**src/rtl/cpu_pkg.sv**
```systemverilog
// Shared CPU front-end types: exception field widths and the per-fetch
// exception bundle passed from IF to ID, plus the fetch queue entry layout.
package cpu_pkg;

    localparam int ECODE_W    = 6;
    localparam int ESUBCODE_W = 9;

    // Exception information attached to a fetch; all-zero for a clean fetch
    typedef struct packed {
        logic                  has_exception;
        logic [ECODE_W-1:0]    ecode;
        logic [ESUBCODE_W-1:0] esubcode;
        logic [31:0]           maddr;
    } fetch_exc_t;

    // One fetch queue slot. "done" means the instruction word is final,
    // either because memory answered or because the fetch faulted in IF.
    typedef struct packed {
        logic       valid;
        logic       done;
        logic [31:0] pc;
        logic [31:0] inst;
        fetch_exc_t exc;
    } fq_entry_t;

endpackage

```
**src/rtl/fetch_discard_ctr.sv**
```systemverilog
// Tracks live memory requests (inflight) and responses that belong to
// flushed fetches (discard). Decides for every data_ok beat whether it
// fills a queue entry or is silently swallowed.
module fetch_discard_ctr #(
    parameter int MAX_OUTSTANDING = 3,
    parameter int DIS_W           = $clog2(MAX_OUTSTANDING + 1)
) (
    input  logic             clk,
    input  logic             rst,
    input  logic             alloc_mem,
    input  logic             data_ok,
    input  logic             flush,
    output logic [DIS_W-1:0] inflight,
    output logic [DIS_W-1:0] discard,
    output logic             fill_en
);

    logic             drop;
    logic [DIS_W-1:0] inflight_next;
    logic [DIS_W-1:0] discard_next;

    // Classify the incoming beat: stale beats are eaten first, in order,
    // and a beat with nothing outstanding at all is ignored
    always_comb begin
        drop    = data_ok && (discard != '0);
        fill_en = data_ok && (discard == '0) && (inflight != '0);
    end

    // On flush every live request (including one accepted this very cycle)
    // turns into a pending discard, minus the beat that filled this cycle.
    // Intermediate wrap is harmless: the final value never exceeds
    // MAX_OUTSTANDING because allocation is throttled on inflight+discard.
    always_comb begin
        inflight_next = inflight;
        discard_next  = discard;
        if (flush) begin
            inflight_next = '0;
            discard_next  = discard + inflight + DIS_W'(alloc_mem)
                          - DIS_W'(fill_en) - DIS_W'(drop);
        end else begin
            inflight_next = inflight + DIS_W'(alloc_mem) - DIS_W'(fill_en);
            discard_next  = discard - DIS_W'(drop);
        end
    end

    // Counter registers; reset also clears discards since memory resets too
    always_ff @(posedge clk) begin
        if (rst) begin
            inflight <= '0;
            discard  <= '0;
        end else begin
            inflight <= inflight_next;
            discard  <= discard_next;
        end
    end

    // A response with nothing outstanding means the memory side misbehaved
    always_ff @(posedge clk) begin
        if (!rst) begin
            assert (!(data_ok && (inflight == '0) && (discard == '0)));
        end
    end

endmodule

```
**src/rtl/inst_fetch_queue.sv**
```systemverilog
// In-order instruction fetch queue between IF and ID. Entries are allocated
// when IF issues (or pre-faults) a fetch, filled in order by data_ok beats,
// and presented to ID from the head. Flushes drop every entry and leave the
// discard counter to swallow responses still on their way.
module inst_fetch_queue
    import cpu_pkg::*;
#(
    parameter int DEPTH           = 4,
    parameter int MAX_OUTSTANDING = 3,
    parameter int CNT_W           = $clog2(DEPTH + 1),
    parameter int DIS_W           = $clog2(MAX_OUTSTANDING + 1)
) (
    input  logic                  clk,
    input  logic                  rst,
    input  logic                  alloc_valid,
    output logic                  alloc_ready,
    input  logic [31:0]           alloc_pc,
    input  logic                  alloc_has_exception,
    input  logic [ECODE_W-1:0]    alloc_ecode,
    input  logic [ESUBCODE_W-1:0] alloc_esubcode,
    input  logic [31:0]           alloc_maddr,
    input  logic                  data_ok,
    input  logic [31:0]           rdata,
    input  logic                  flush,
    output logic                  out_valid,
    input  logic                  out_ready,
    output logic [31:0]           inst_out,
    output logic [31:0]           pc_out,
    output logic                  has_exception_out,
    output logic [ECODE_W-1:0]    ecode_out,
    output logic [ESUBCODE_W-1:0] esubcode_out,
    output logic [31:0]           exception_maddr_out,
    output logic [DIS_W-1:0]      inflight,
    output logic [DIS_W-1:0]      discard
);

    localparam int PTR_W = (DEPTH > 1) ? $clog2(DEPTH) : 1;

    fq_entry_t        entries [DEPTH];
    logic [PTR_W-1:0] head;
    logic [PTR_W-1:0] tail;
    logic [PTR_W-1:0] fill;
    logic [CNT_W-1:0] count;

    logic             alloc_fire;
    logic             alloc_mem;
    logic             deq;
    logic             fill_en;
    logic             fill_found;
    logic [PTR_W-1:0] fill_hit;
    logic [PTR_W-1:0] probe;
    fq_entry_t        alloc_entry;
    fq_entry_t        head_entry;

    fetch_discard_ctr #(
        .MAX_OUTSTANDING (MAX_OUTSTANDING),
        .DIS_W           (DIS_W)
    ) u_discard_ctr (
        .clk       (clk),
        .rst       (rst),
        .alloc_mem (alloc_mem),
        .data_ok   (data_ok),
        .flush     (flush),
        .inflight  (inflight),
        .discard   (discard),
        .fill_en   (fill_en)
    );

    // Admission: room in the queue and in the memory request budget. The
    // budget counts discards too, so stale beats can never overrun it.
    always_comb begin
        alloc_ready = !rst
                   && (count < CNT_W'(DEPTH))
                   && (((DIS_W+1)'(inflight) + (DIS_W+1)'(discard))
                       < (DIS_W+1)'(MAX_OUTSTANDING));
        alloc_fire  = alloc_valid && alloc_ready;
        alloc_mem   = alloc_fire && !alloc_has_exception;
    end

    // Build the slot written at the tail; a faulted fetch is complete at once
    always_comb begin
        alloc_entry                   = '0;
        alloc_entry.valid             = 1'b1;
        alloc_entry.done              = alloc_has_exception;
        alloc_entry.pc                = alloc_pc;
        alloc_entry.exc.has_exception = alloc_has_exception;
        if (alloc_has_exception) begin
            alloc_entry.exc.ecode    = alloc_ecode;
            alloc_entry.exc.esubcode = alloc_esubcode;
            alloc_entry.exc.maddr    = alloc_maddr;
        end
    end

    // Find the oldest slot still waiting for memory, starting at fill and
    // stepping over faulted or already-retired slots
    always_comb begin
        fill_found = 1'b0;
        fill_hit   = fill;
        probe      = fill;
        for (int i = 0; i < DEPTH; i++) begin
            probe = fill + PTR_W'(i);
            if (!fill_found && entries[probe].valid && !entries[probe].done) begin
                fill_found = 1'b1;
                fill_hit   = probe;
            end
        end
    end

    // Head presentation; empty slots are kept zeroed so outputs read 0
    always_comb begin
        head_entry          = entries[head];
        out_valid           = head_entry.valid && head_entry.done && !flush;
        deq                 = out_valid && out_ready;
        inst_out            = head_entry.valid ? head_entry.inst : 32'h0;
        pc_out              = head_entry.valid ? head_entry.pc : 32'h0;
        has_exception_out   = head_entry.valid && head_entry.exc.has_exception;
        ecode_out           = head_entry.valid ? head_entry.exc.ecode : '0;
        esubcode_out        = head_entry.valid ? head_entry.exc.esubcode : '0;
        exception_maddr_out = head_entry.valid ? head_entry.exc.maddr : 32'h0;
    end

    // Slot storage and pointers; flush wins over every other update
    always_ff @(posedge clk) begin
        if (rst || flush) begin
            for (int i = 0; i < DEPTH; i++) begin
                entries[i] <= '0;
            end
            head  <= '0;
            tail  <= '0;
            fill  <= '0;
            count <= '0;
        end else begin
            if (alloc_fire) begin
                entries[tail] <= alloc_entry;
                tail          <= tail + PTR_W'(1);
            end
            if (fill_en && fill_found) begin
                entries[fill_hit].inst <= rdata;
                entries[fill_hit].done <= 1'b1;
                fill                   <= fill_hit + PTR_W'(1);
            end
            if (deq) begin
                entries[head] <= '0;
                head          <= head + PTR_W'(1);
            end
            count <= count + CNT_W'(alloc_fire) - CNT_W'(deq);
        end
    end

endmodule

```
**config.mk**
```make
export PLATFORM = sky130hd
export DESIGN_NAME = inst_fetch_queue
export DESIGN_NICKNAME = d
export VERILOG_FILES = /design/src/rtl/cpu_pkg.sv /design/src/rtl/fetch_discard_ctr.sv /design/src/rtl/inst_fetch_queue.sv
export SDC_FILE = /design/constraint.sdc
export NUM_CORES = 1
export LEC_CHECK = 0
export ABC_AREA = 1
export CORE_MARGIN = 4
export CORE_UTILIZATION = 35
export CTS_BUF_LIST = sky130_fd_sc_hd__clkbuf_4
export DETAILED_ROUTE_END_ITERATION = 10
export PLACE_DENSITY = 0.52
export SYNTH_ARGS = -nofsm -noshare
export SYNTH_HDL_FRONTEND = slang
export SYNTH_SLANG_ARGS = --single-unit
```
**constraint.sdc**
```tcl
create_clock -name clk -period 5.2 [get_ports clk]
set_input_delay 1.04 -clock clk [delete_from_list [all_inputs] [get_ports clk]]
set_output_delay 1.04 -clock clk [all_outputs]
set_load 0.03 [all_outputs]
```
Word-level counts from Yosys, hierarchy flattened:

Memories as Yosys holds them, arrays and structs flattened. A register that Yosys moved wholly into a read port is not among the register bits.
Index checks and enable logic that the tools add are counted.

* $add $sub $neg: 16
* $lt $le $gt $ge: 2
* multiplexer cells: 38
* reduce and logical (&&, ||, !) cells: 37

Operators by type and width (count)
* $mux W114: 3
* $reduce_or A114 Y1: 3
* $mux W32: 3
* $mux W47: 1
* $mux W2: 12
* $logic_and A1 B1 Y1: 19
* $mux W1: 17
* $logic_not A1 Y1: 10
* $mux W9: 1
* $add A2 B1 Y2 const B: 4
* $sub A2 B1 Y2: 4
* $mux W6: 1
* $add A2 B1 Y2: 2
* $add A2 B2 Y2 const B: 2
* $reduce_bool A2 Y1: 2
* $add A2 B2 Y3: 1
* $add A3 B1 Y3: 1
* $lt A3 B2 Y1 const B: 1
* $lt A3 B3 Y1 const B: 1
* $sub A3 B1 Y3: 1
* $add A2 B2 Y2: 1
* $logic_not A2 Y1: 1
* $reduce_or A2 Y1: 1
* $logic_or A1 B1 Y1: 1

* bits in registers: 13
* memory bits (writable): 456
* word-level logic and storage cells: 100
* memories kept: 1

Memory list
* entries: depth 4, bits a word 114, read ports 5, clocked after memory_dff 2, write ports 4, RTL line inst_fetch_queue.sv:39 `fq_entry_t entries [DEPTH];`

Depth between registers and ports, before layout:

Gate-level depths: netlist of run 1.

* depth in word-level cells: 21
* gate-level depth with buffers: 18
* depth with buffers taken out: 17

Hierarchy:

Synthesis of run 1 repeated with hierarchy kept, for this count alone.

* cell total of the unflattened synthesis: 3374
* area, all modules: 22371.5 sq um

By module, submodules not included
* inst_fetch_queue: times used 1, cells an instance 3320, area each 22001.1 sq um, seq. area each 9389.0 sq um
* fetch_discard_ctr: times used 1, cells an instance 54, area each 370.4 sq um, seq. area each 80.1 sq um

Worst setup path after synthesis of run 1:

OpenSTA, ideal clock, no wires.

* path kind: input port to flip-flop
* start point: in alloc_has_exception
* end point: reg u_discard_ctr.discard[1]
* setup time: 116 ps
* arrival: 3869 ps
* required time: 5084 ps
* setup slack: 1215 ps
* cell stages on the path: 14
* path buffers: 3
* cells stage by stage: clkbuf_1 clkbuf_1 clkbuf_1 nor2_1 fa_1 inv_1 fa_1 inv_1 fa_1 xnor2_1 xnor2_1 nand2_1 o211ai_1 inv_1

* cells in the longest elaborated chain, start to end: 6

RTL lines
* from (decl): RTL line inst_fetch_queue.sv:18 `input logic alloc_has_exception,`
* $logic_not A1 Y1: RTL line inst_fetch_queue.sv:77 `alloc_mem = alloc_fire && !alloc_has_exception;`
* $logic_and A1 B1 Y1: RTL line inst_fetch_queue.sv:77
* $add A2 B1 Y2: RTL line fetch_discard_ctr.sv:38 `discard_next = discard + inflight + DIS_W'(alloc_mem)`
* $sub A2 B1 Y2 (2 in a row): RTL line fetch_discard_ctr.sv:39 `- DIS_W'(fill_en) - DIS_W'(drop);`
* $mux W2: RTL line fetch_discard_ctr.sv:36 `if (flush) begin`
* to (signal assigned): RTL line fetch_discard_ctr.sv:53 `discard <= discard_next;`
* to (decl): RTL line fetch_discard_ctr.sv:14 `output logic [DIS_W-1:0] discard,`

No other way between the ends.
A chain may end at the register's enable or synchronous reset.

==> reports/metrics.yaml, run 1 <==
final_layout:
  flow.area_growth_from_synthesis_pct: 20.1
  final_design_area_no_fill_um2: 26600
  layout_common_cells: "sky130_fd_sc_hd__nand2_1 (664), sky130_fd_sc_hd__dfxtp_1 (471), sky130_fd_sc_hd__inv_1 (459)"
  layout.cells.non_filler: 4367
  layout.cells.most_common: "sky130_fd_sc_hd__nand2_1"
  layout.nets: 3575
  fill_cells: 6573
  final_core_utilization_pct: 42.8
  post_route_cells_drive_above_1_share_pct: 8.00
clock_network:
  cts_repair_resized_insts: 0
  clk_latency_ns: 0.95
  cts_tree: "built"
  cts-htree-levels: 4
  hold_buffers: 0
  post_cts_buffers: 0
  cts.sink_count: 473
  maximum_clock_path_buffer_count: 3
  cts_buffers: 137
  ctsRootBufferMaster: "sky130_fd_sc_hd__clkbuf_4"
  cts.clk_slew.worst_paths_ns: 0.06
synth:
  synthCells: 3270
  synthesis.area_um2: 22100
  yosys.cell_types.count: 30
  yosys_warnings: 0
  dominantRegCellSynth: "sky130_fd_sc_hd__dfxtp_1"
  synth-seq-cells: 473
  postSynth.asyncResetShare_pct: 0
  synth.avg_cell_area_um2: 6.77
  sequential_fraction_of_the_synthesis_area_pct: 42.8
  edff_count_synth: 0
  synthesis.nets: 3407
routing:
  routed_wire_length_per_instance_um: 18.2
  first_pass_iters: 6
  aggregate_routed_wire_length_mm: 79.6
  antenna_left: 0
  starting_drt_drc_count: 1738
  post-route-drc-count: 0
  dr_total_vias: 22742
  detail_route.vias_per_cell: 5.21
placement:
  dp.cells: 4136
  detailedPlacementHpwl_mm: 44.0
  port_buffers: 235
  gp_congestion: 0.812
  place_area_um2: 25000
critical_path:
  timing.critical_path.mode_cell: "sky130_fd_sc_hd__nand2_1"
  arrival_ns: 3.87
  critical_path_required_ns: 4.16
  setup.worst_path.start_class: "flop"
  cp_max_fo: 66
  critical_path.max_stage_delay_ns: 0.92
  crit_path_cell_trace: "inv_2 > nand3_1 > nand2_1 > inv_4 > buf_4 > nand2_1 > inv_1 > clkdlybuf4s50_1"
  critPathCaptureType: "output pin"
  critical_path_class: "flop to output pin"
  cell_type_of_the_slowest_stage_on_the_worst_timing_path: "sky130_fd_sc_hd__dfxtp_4"
timing:
  max_freq_ghz: 0.204
  post-route-min-period_ns: 4.91
  rsz0062_at_grt: "false"
  finalMaxSlewViolations: 0
  fin_worst_skew_ns: 0.0475
  max_slew.worst_pin.slew_ns: 1.28
  period_share_pct: 94.4
  setup-tns-final_ns: 0
  report.final.setup_viol: 0
  timing.final.hold_violations: 0
  slew-limit-headroom_pct: 14.7
global_route:
  gr-usage-all-layers_pct: 23.1
  grt_antenna_before_repair: 5
  vias_in_the_first_global_route: 22461
  pin_count_of_the_biggest_net_entering_global_routing: 143
  grt_first_pass_wirelength_mm: 124
  global_route.overflow_total: 0
floorplan:
  die_area_um2: 67300
  num_io_pins: 236
  floorplan.initialDensity_pct: 35.6
  die-height_um: 259
  core_rows: 91
  placeableCoreArea_um2: 62200
  die_width_um: 259
power_and_ir_drop:
  ir_drop_mv: 0.184
  power_density_nw_per_um2: 282
  power.static_leakage_nw: 12.2
  overall_power_after_layout_mw: 7.51
min_path:
  min_delay_src: "entries[3][85]"
  hp-class: "flop to flop"
job:
  max_cap_violations: 0
outcome:
  run_status: "finished clean"
## path summary, 6_finish.rpt
| check | cells past startpoint | end | slack, ns |
|---|---|---|---|
| setup / recovery | 8 | ecode_out[2] | 0.29 |
| hold / removal | 2 | entries[3][85] | 0.46 |
| setup reg to reg | 11 | entries[3][24] | 1.20 |
| hold reg to reg | 2 | entries[3][85] | 0.46 |
## power breakdown
part           switching (mW)  internal, mW
Combinational           0.293         0.158
Sequential             0.0184          3.65
Clock                    1.60          1.79
Total                    1.91          5.60
## worst max-delay path, delay by kind of cell, from the launching register on
| kind | cells | cell delay [ns] |
|---|---|---|
| buffers and inverters | 5 | 1.45 |
| AND/OR/NAND/NOR | 3 | 0.51 |
| flip-flops | 1 | 0.92 |
## synth_stat cells (2+ instances only)
library cell,n,share of area (%)
sky130_fd_sc_hd__a22oi_1,79,2.7
sky130_fd_sc_hd__nand4_1,5,0.14
sky130_fd_sc_hd__buf_2,48,1.1
sky130_fd_sc_hd__nand3_1,188,4.3
sky130_fd_sc_hd__nand2_1,668,11
sky130_fd_sc_hd__nor2_2,5,0.14
sky130_fd_sc_hd__inv_1,463,7.9
sky130_fd_sc_hd__o21ai_1,2,0.045
sky130_fd_sc_hd__xnor2_1,3,0.12
sky130_fd_sc_hd__clkbuf_1,163,2.8
sky130_fd_sc_hd__a21oi_1,289,6.5
sky130_fd_sc_hd__clkinv_1,3,0.051
sky130_fd_sc_hd__fa_1,5,0.45
sky130_fd_sc_hd__buf_4,21,0.71
sky130_fd_sc_hd__inv_2,5,0.085
sky130_fd_sc_hd__a31oi_1,4,0.11
sky130_fd_sc_hd__buf_1,16,0.27
sky130_fd_sc_hd__nand3_2,2,0.090
sky130_fd_sc_hd__o21ai_0,393,8.9
sky130_fd_sc_hd__ha_1,14,0.79
sky130_fd_sc_hd__nor2_1,294,5.0
sky130_fd_sc_hd__o22ai_1,111,3.1
sky130_fd_sc_hd__dfxtp_1,473,43
sky130_fd_sc_hd__xor2_1,6,0.24
sky130_fd_sc_hd__nor2_4,5,0.25
## per-layer routing
layer	share of wire [%]	GRT usage, %
met5	0.029	0
met4	2.1	7.87
met3	7.8	6.42
met2	46	37.2
met1	44	29.9
## cells by family (layout without fill, tap and decap cells)
kind of cell	count (synthesis)	in the layout	synth area share, %
compound gates	879	879	21.4
fa+ha+maj	19	19	1.24
flops	473	473	42.8
other cells	0	5	0
buf+inv	719	974	12.8
simple gates	1171	1171	21.4
xor+xnor	9	9	0.356
## through the flow
stage	setup slack (ns)	hold WS [ns]
4_1_cts	0.185	0.463
2_1_floorplan	1.21	0.441
3_5_place_dp	0.887	0.453
3_3_place_gp	0.983	0.448
6_report	0.291	0.461
5_1_grt	0.0421	0.476
## registers in the layout (all words and copies together), names as in the netlist, named ones only
signal,cells
u_discard_ctr.discard,2
count,3
entries,456
tail,2
fill,2
u_discard_ctr.inflight,2
head,2
## cell type report
cell class                      count  area [um2]  share of cell area [%]
Multi-Input combinational cell   2078        9890                    37.2
Clock buffer                      193        1450                    5.45
Sequential cell                   473        9480                    35.6
Inverter                          471        1780                    6.70
Timing Repair Buffer              277        2750                    10.3
Tap cell                          837        1050                    3.94
Antenna cell                        5        12.5                  0.0470
Clock inverter                     33         180                   0.678
Note: power is estimated with default switching activity, not from simulation.
==> inputs of run 2 (changes only) <==
- DONT_BUFFER_PORTS: default -> 1
- PLACE_DENSITY: 0.52 -> 0.47
- SLEW_MARGIN: default -> 15
==> reports/metrics.yaml, run 2 (synthesized netlist as in run 1, its figures left out) <==
clock_network:
  ctsRootBufferMaster: "sky130_fd_sc_hd__clkbuf_4"
  cts.sink_count: 473
  hold_buffers: 0
  clk_latency_ns: 0.96
  cts.clk_slew.worst_paths_ns: 0.06
  cts-htree-levels: 4
  maximum_clock_path_buffer_count: 3
  cts_buffers: 142
  post_cts_buffers: 0
  cts_repair_resized_insts: 0
  cts_tree: "built"
timing:
  setup_ws_ns: 0.608
  report.final.setup_viol: 0
  setup-tns-final_ns: 0
  finalMaxSlewViolations: 0
  max_freq_ghz: 0.218
  timing.final.hold_violations: 0
  slew-limit-headroom_pct: 9.27
  rsz0062_at_grt: "false"
  fin_worst_skew_ns: 0.0407
  max_slew.worst_pin.slew_ns: 1.36
  post-route-min-period_ns: 4.59
  period_share_pct: 88.3
power_and_ir_drop:
  power.static_leakage_nw: 11.4
  power_density_nw_per_um2: 311
  ir_drop_mv: 0.193
final_layout:
  final_core_utilization_pct: 39.3
  layout_common_cells: "sky130_fd_sc_hd__nand2_1 (664), sky130_fd_sc_hd__dfxtp_1 (471), sky130_fd_sc_hd__inv_1 (458)"
  reg.largest.list: "entries: 456 flops, count: 3 flops"
  layout.nets: 3347
  largest_register_ffs: 456
  flow.area_growth_from_synthesis_pct: 10.3
  layout.cells.most_common: "sky130_fd_sc_hd__nand2_1"
  top_register: "entries"
  layout.cells.non_filler: 4137
  post_route_cells_drive_above_1_share_pct: 8.73
floorplan:
  core_rows: 91
  die_width_um: 259
  die_area_um2: 67300
  die-height_um: 259
  placeableCoreArea_um2: 62200
  num_io_pins: 236
  floorplan.initialDensity_pct: 35.6
placement:
  port_buffers: 0
  dp.cells: 3903
  gp_congestion: 0.795
  dp_slack_ns: 1.42
  detailedPlacementHpwl_mm: 42.8
critical_path:
  critPathCaptureType: "output pin"
  arrival_ns: 3.55
  setup.worst_path.start_class: "flop"
  critical_path_required_ns: 4.16
  cp_max_fo: 232
  critical_path_class: "flop to output pin"
routing:
  dr_total_vias: 21610
  detail_route.vias_per_cell: 5.22
  routed_wire_length_per_instance_um: 19.4
  aggregate_routed_wire_length_mm: 80.4
  antenna_left: 0
  first_pass_iters: 6
  starting_drt_drc_count: 1617
  post-route-drc-count: 0
global_route:
  grt_first_pass_wirelength_mm: 124
  pin_count_of_the_biggest_net_entering_global_routing: 233
  grt_antenna_before_repair: 1
  vias_in_the_first_global_route: 20885
  global_route.overflow_total: 0
  gr-usage-all-layers_pct: 23.4
job:
  max_cap_violations: 0
min_path:
  hp-class: "primary input to flop"
outcome:
  run_status: "finished clean"
==> run 2: worst max-delay path, stage by stage, from the launching register on <==
cell	delay, ns
sky130_fd_sc_hd__dfxtp_4	0.39
sky130_fd_sc_hd__inv_8	0.29
sky130_fd_sc_hd__buf_12	0.58
sky130_fd_sc_hd__o21ai_0	0.18
sky130_fd_sc_hd__o22ai_1	0.39
sky130_fd_sc_hd__nand2_1	0.09
sky130_fd_sc_hd__inv_1	0.23
==> run 2: stage by stage <==
step	instance area [um2]	hold WS, ns	power [mW]
floorplan	22100	0.441	3.96
global placement	22700	0.448	4.05
detailed placement	22700	0.453	4.05
CTS	24400	0.0729	7.73
global route	24400	0.117	7.96
finish	24400	0.223	7.58
==> run 2: cell type report <==
type | instances | area (um2)
antenna | 1 | 2.50
clock buffer | 196 | 1470
clock inverter | 37 | 279
fill | 6795 | 37800
inverter | 471 | 1780
multi-input combinational | 2078 | 9890
sequential | 473 | 9480
tap | 837 | 1050
timing repair buffer | 44 | 455
==> run 2: worst paths after layout <==
check | end | depth (start not counted) | startpoint | slack (ns)
worst max-delay path | esubcode_out[0] | 6 | flop | 0.61
worst min-delay path | entries[2][54] | 2 | rdata[6] | 0.22
worst max register to register | u_discard_ctr.discard[1] | 15 | u_discard_ctr.inflight[0] | 1.46
worst min register to register | entries[3][97] | 2 | entries[3][97] | 0.46
==> run 2: per-layer routing <==
metal,up-vias,global-route usage [%],wire length (um),part of all wire [%]
met2,751,38.2,36800,46
met1,10270,30.1,35400,44
li1,10438,-,-,-
met4,0,8.51,2200,2.7
met5,-,0,0,0
met3,151,5.80,6110,7.6
==> run 2: power by group <==
| group | internal [mW] | total (mW) | switching [mW] |
|---|---|---|---|
| registers | 3.65 | 3.68 | 0.0241 |
| logic | 0.0730 | 0.299 | 0.226 |
| clock network | 1.97 | 3.61 | 1.64 |
